$ cat src/rtl/serial_sub_4bit_if.sv
// Operand/result bundle for the bit-serial subtractor.
// SUB_OVERFLOW_EN adds the signed-overflow flag ovf.
interface serial_sub_4bit_if #(
  parameter int WIDTH = 4
);
  logic             start;
  logic [WIDTH-1:0] a;
  logic [WIDTH-1:0] b;
  logic [WIDTH:0]   d;
  logic             busy;
  logic             done;
`ifdef SUB_OVERFLOW_EN
  logic             ovf;
`endif

  modport master (
    output start, a, b,
`ifdef SUB_OVERFLOW_EN
    input  ovf,
`endif
    input  d, busy, done
  );

  modport slave (
    input  start, a, b,
`ifdef SUB_OVERFLOW_EN
    output ovf,
`endif
    output d, busy, done
  );
endinterface

$ cat src/rtl/serial_sub_4bit.sv
// Bit-serial unsigned subtractor: d = {borrow, (a - b) mod 2^WIDTH}, LSB-first, one bit per clock.
// Optional feature macro: SUB_OVERFLOW_EN (adds the registered signed-overflow flag ovf).
module serial_sub_4bit #(
  parameter int WIDTH = 4
) (
  input logic            clk,
  input logic            rst,
  serial_sub_4bit_if.slave bus
);
  typedef enum logic [1:0] {IDLE, RUN, DONE} state_t;

  localparam int CW = (WIDTH > 1) ? $clog2(WIDTH) : 1;
  localparam logic [CW-1:0] LAST = CW'(WIDTH - 1);

  state_t           state_reg, state_next;
  logic [WIDTH-1:0] sa_reg, sa_next;
  logic [WIDTH-1:0] sb_reg, sb_next;
  logic [WIDTH-1:0] res_reg, res_next;
  logic             br_reg, br_next;
  logic [CW-1:0]    cnt_reg, cnt_next;
  logic [WIDTH:0]   d_reg, d_next;
`ifdef SUB_OVERFLOW_EN
  logic             a_msb_reg, a_msb_next;
  logic             b_msb_reg, b_msb_next;
  logic             ovf_reg, ovf_next;
`endif

  logic accept;
  logic bit_a, bit_b, diff, br_calc;

  // Single full-subtractor cell fed from the LSBs of the operand shifters.
  assign bit_a   = sa_reg[0];
  assign bit_b   = sb_reg[0];
  assign diff    = bit_a ^ bit_b ^ br_reg;
  assign br_calc = (~bit_a & bit_b) | (~(bit_a ^ bit_b) & br_reg);

  assign accept = bus.start && (state_reg == IDLE || state_reg == DONE);

  always_ff @(posedge clk) begin
    if (rst) begin
      state_reg <= IDLE;
      sa_reg    <= '0;
      sb_reg    <= '0;
      res_reg   <= '0;
      br_reg    <= 1'b0;
      cnt_reg   <= '0;
      d_reg     <= '0;
`ifdef SUB_OVERFLOW_EN
      a_msb_reg <= 1'b0;
      b_msb_reg <= 1'b0;
      ovf_reg   <= 1'b0;
`endif
    end else begin
      state_reg <= state_next;
      sa_reg    <= sa_next;
      sb_reg    <= sb_next;
      res_reg   <= res_next;
      br_reg    <= br_next;
      cnt_reg   <= cnt_next;
      d_reg     <= d_next;
`ifdef SUB_OVERFLOW_EN
      a_msb_reg <= a_msb_next;
      b_msb_reg <= b_msb_next;
      ovf_reg   <= ovf_next;
`endif
    end
  end

  always_comb begin
    state_next = state_reg;
    sa_next    = sa_reg;
    sb_next    = sb_reg;
    res_next   = res_reg;
    br_next    = br_reg;
    cnt_next   = cnt_reg;
    d_next     = d_reg;
`ifdef SUB_OVERFLOW_EN
    a_msb_next = a_msb_reg;
    b_msb_next = b_msb_reg;
    ovf_next   = ovf_reg;
`endif

    case (state_reg)
      RUN: begin
        res_next = {diff, res_reg[WIDTH-1:1]};
        sa_next  = {1'b0, sa_reg[WIDTH-1:1]};
        sb_next  = {1'b0, sb_reg[WIDTH-1:1]};
        br_next  = br_calc;
        cnt_next = cnt_reg + CW'(1);
        if (cnt_reg == LAST) begin
          state_next = DONE;
          // The final diff bit is the result MSB; it never lands in res_reg.
          d_next     = {br_calc, diff, res_reg[WIDTH-1:1]};
`ifdef SUB_OVERFLOW_EN
          ovf_next   = (a_msb_reg != b_msb_reg) && (diff != a_msb_reg);
`endif
        end
      end
      DONE: begin
        state_next = IDLE;
      end
      default: begin
        state_next = IDLE;
      end
    endcase

    // Accept overrides the IDLE/DONE defaults; d is left untouched until completion.
    if (accept) begin
      state_next = RUN;
      sa_next    = bus.a;
      sb_next    = bus.b;
      res_next   = '0;
      br_next    = 1'b0;
      cnt_next   = '0;
`ifdef SUB_OVERFLOW_EN
      a_msb_next = bus.a[WIDTH-1];
      b_msb_next = bus.b[WIDTH-1];
`endif
    end
  end

  assign bus.d    = d_reg;
  assign bus.busy = (state_reg == RUN);
  assign bus.done = (state_reg == DONE);
`ifdef SUB_OVERFLOW_EN
  assign bus.ovf  = ovf_reg;
`endif
endmodule
$ cat src/flat_wrapper.sv
// flat-port wrapper written by rule: the top's interface ports become plain ports
module serial_sub_4bit_flat 
#(
  parameter int WIDTH = 4
)
  (clk, rst, bus_start, bus_a, bus_b, bus_d, bus_busy, bus_done);
  serial_sub_4bit_if #(.WIDTH(WIDTH)) bus_i ();
  input logic clk;
  input logic rst;
  input wire logic [$bits(bus_i.start)-1:0] bus_start;
  input wire logic [$bits(bus_i.a)-1:0] bus_a;
  input wire logic [$bits(bus_i.b)-1:0] bus_b;
  output wire logic [$bits(bus_i.d)-1:0] bus_d;
  output wire logic [$bits(bus_i.busy)-1:0] bus_busy;
  output wire logic [$bits(bus_i.done)-1:0] bus_done;
  assign bus_i.start = bus_start;
  assign bus_i.a = bus_a;
  assign bus_i.b = bus_b;
  assign bus_d = bus_i.d;
  assign bus_busy = bus_i.busy;
  assign bus_done = bus_i.done;
  serial_sub_4bit #(.WIDTH(WIDTH)) u_core (.clk(clk), .rst(rst), .bus(bus_i));
endmodule
$ cat config.mk
export PLATFORM = sky130hd
export DESIGN_NAME = serial_sub_4bit_flat
export DESIGN_NICKNAME = d
export VERILOG_FILES = /design/src/rtl/serial_sub_4bit_if.sv /design/src/rtl/serial_sub_4bit.sv /design/src/flat_wrapper.sv
export SDC_FILE = /design/constraint.sdc
export NUM_CORES = 1
export LEC_CHECK = 0
export BUFFER_PORTS_ARGS = -buffer_cell sky130_fd_sc_hd__buf_2
export CORE_UTILIZATION = 55
export DETAILED_ROUTE_END_ITERATION = 10
export PLACE_DENSITY = 0.8
export SKIP_LAST_GASP = 1
export SLEW_MARGIN = 40
export SYNTH_ARGS = -nofsm -noshare
export SYNTH_HDL_FRONTEND = slang
export SYNTH_SLANG_ARGS = --single-unit
export TNS_END_PERCENT = 50
$ cat constraint.sdc
create_clock -name clk -period 2.6 [get_ports clk]
set_clock_uncertainty 0.15 [all_clocks]
set_input_delay 0.13 -clock clk [delete_from_list [all_inputs] [get_ports clk]]
set_output_delay 0.13 -clock clk [all_outputs]
set_load 0.02 [all_outputs]
==> flow_summary.json <==
{
  "status": "finished clean",
  "instances_no_fill": 130,
  "end_kind": "output port",
  "cp-start-kind": "register",
  "fin_crit_sh": 0.680,
  "grt_max_degree": 21,
  "cts_tree": "done",
  "hold_path.class": "in2reg",
  "nets": 129,
  "finalPower_mw": 0.587,
  "cap_violations": 0,
  "final_antenna_net_count": 0,
  "first_pass_iters": 4,
  "dieArea_um2": 1700,
  "grt_setup_unrepaired": "no",
  "p_leak_nw": 0.395,
  "hold_viol": 0,
  "syn_inst": 94,
  "wire_per_inst_um": 12.9,
  "initial_core_util": 0.621,
  "vias": 711,
  "slew_headroom": 0.716,
  "io_buffers": 17,
  "synth_area_um2": 848,
  "crit_fanout": 20,
  "fin_area_um2": 998,
  "gp_congestion": 0.727,
  "place_area_um2": 911,
  "tightest_slew_ns": 0.425,
  "largest_reg_flops": 5,
  "die-height_um": 41.3,
  "ys_seq_elements": 21,
  "routed_wl_mm": 1.67,
  "cts-root-buf": "clkbuf_4",
  "die_x_um": 41.3,
  "clkTransAtPathRegs_ns": 0.12,
  "drt_iter0_markers": 21,
  "setup_viol_count_final": 0,
  "max_freq_mhz": 565,
  "area_growth_syn_to_layout_pct": 17.7,
  "ys.warnings.count": 0,
  "cts_made_buffers": 3,
  "cts-resized-gates": 0,
  "synth.net_count": 107,
  "dp_hpwl_mm": 1.16,
  "track_usage": 0.228,
  "reg2reg_slack_ns": 0.95,
  "drc": 0,
  "viasPerCell": 5.47,
  "layout-drive-gt1-share": 0.217,
  "arrival_ns": 1.49,
  "overflow": 0,
  "ios": 18,
  "worstSetupPathType": "reg2out",
  "avgSynthCellArea_um2": 9.02,
  "ys_seq_area_frac": 0.496,
  "cts.sinks": 21,
  "grt_pass1_wl_mm": 2.52,
  "place_inst": 120,
  "row_count": 13,
  "ctsLongestPathBuffers": 2,
  "core-area_um2": 1370,
  "fin_crit_ns": 1.77,
  "clock_latency_ns": 0.30,
  "synth.distinct_cells": 26,
  "report.final.slew_viol_count": 0,
  "grt_antenna_before_repair": 0,
  "power_density_nw_per_um2": 588,
  "h-tree-depth": 1,
  "grt_pass1_vias": 638,
  "ir_worst_vdd_uv": 349,
  "fin_util": 0.731,
  "diodes": 0,
  "setup_tns_ns": 0,
  "worstPathRequired_ns": 2.32
}
-- cell usage in the layout, fill, tap and decap left out --
| master | count |
|---|---|
| nand3_1 | 6 |
| inv_1 | 2 |
| xnor2_1 | 1 |
| nor2_1 | 5 |
| a21oi_1 | 11 |
| dfxtp_1 | 21 |
| o22ai_1 | 4 |
| buf_2 | 17 |
| a311oi_2 | 2 |
| nand3b_1 | 1 |
| a211oi_1 | 1 |
| mux2i_1 | 1 |
| clkbuf_4 | 3 |
| a22oi_1 | 1 |
| nand2b_2 | 1 |
| and2b_1 | 1 |
| nand2_1 | 15 |
| fa_1 | 1 |
| a311oi_1 | 1 |
| o21a_1 | 1 |
| dlygate4sd3_1 | 6 |
| ha_1 | 1 |
| nor3_1 | 7 |
| nor2b_1 | 1 |
| clkinv_2 | 1 |
| inv_2 | 1 |
| nand2b_1 | 2 |
-- worst paths after layout --
check,cells after the start,endpoint,from
worst max-delay path,3,bus_busy,u_core.state_reg[1]
worst min-delay path,3,u_core.sa_reg[1],bus_a[1]
worst max register to register,4,u_core.bus.d[4],u_core.state_reg[1]
worst min register to register,2,u_core.bus.d[1],u_core.bus.d[1]
-- layer usage --
metal | wire, um | GRT usage
met5 | 0 | 0
met4 | 14 | 0.0968
met3 | 37 | 0.0326
met2 | 865 | 0.398
met1 | 756 | 0.274
-- critical path: stages, from the launching register on --
cell and delay, ns:
dfxtp_1 0.34, nand2b_2 0.30, inv_2 0.31, buf_2 0.23
-- synth_stat cells --
cell,instances,area (um^2)
buf_6,2,22.5
nor2_1,5,18.8
mux2i_1,1,10.0
inv_1,2,7.51
nand2b_2,1,8.76
nor3_1,7,35.0
a311oi_2,2,30.0
dfxtp_1,21,420
nor2b_1,1,6.26
nand2_1,15,56.3
buf_2,3,15.0
and2b_1,1,7.51
a21oi_1,11,55.1
a22oi_1,1,7.51
nand2b_1,2,12.5
xnor2_1,1,8.76
a311oi_1,1,8.76
o22ai_1,4,25.0
fa_1,1,20.0
clkbuf_1,1,3.75
o21a_1,1,7.51
nand3_1,6,30.0
a211oi_1,1,7.51
nand3b_1,1,7.51
ha_1,1,12.5
inv_2,1,3.75
-- power breakdown --
part           switching, mW  internal, mW
clock                 0.0996        0.0573
combinational         0.0472        0.0362
sequential           0.00953         0.337
-- area by class of cell --
class / instances / area [um^2]
well taps: 15 / 18.8
fillers: 118 / 368
repair buffers: 23 / 145
flip-flops and latches: 21 / 420
clock buffers: 3 / 22.5
clock inverters: 1 / 5.00
inverters: 3 / 11.3
multi-input cells: 64 / 375
-- cells by family (layout without fill, tap and decap cells) --
family,Yosys count,count (layout),share of synthesized area
compound gates,21,21,0.167
fa+ha+maj,2,2,0.0383
xor+xnor,1,1,0.0103
flops,21,21,0.496
simple gates,39,39,0.215
buf+inv,9,30,0.0619
mux,1,1,0.0118
-- per-stage QoR --
step,worst slack (ns),hold slack [ns]
global route,0.747,0.0177
CTS,0.830,0.00934
finish,0.831,0.00976
detailed placement,1.01,0.232
global placement,1.11,0.226
floorplan,1.32,0.0479
-- what timing repair did --
item,CTS,global route
hold buffers,6,0
buffers inserted,0,0
hold endpoints to repair,6,0
(Power assumes the default switching activity.)
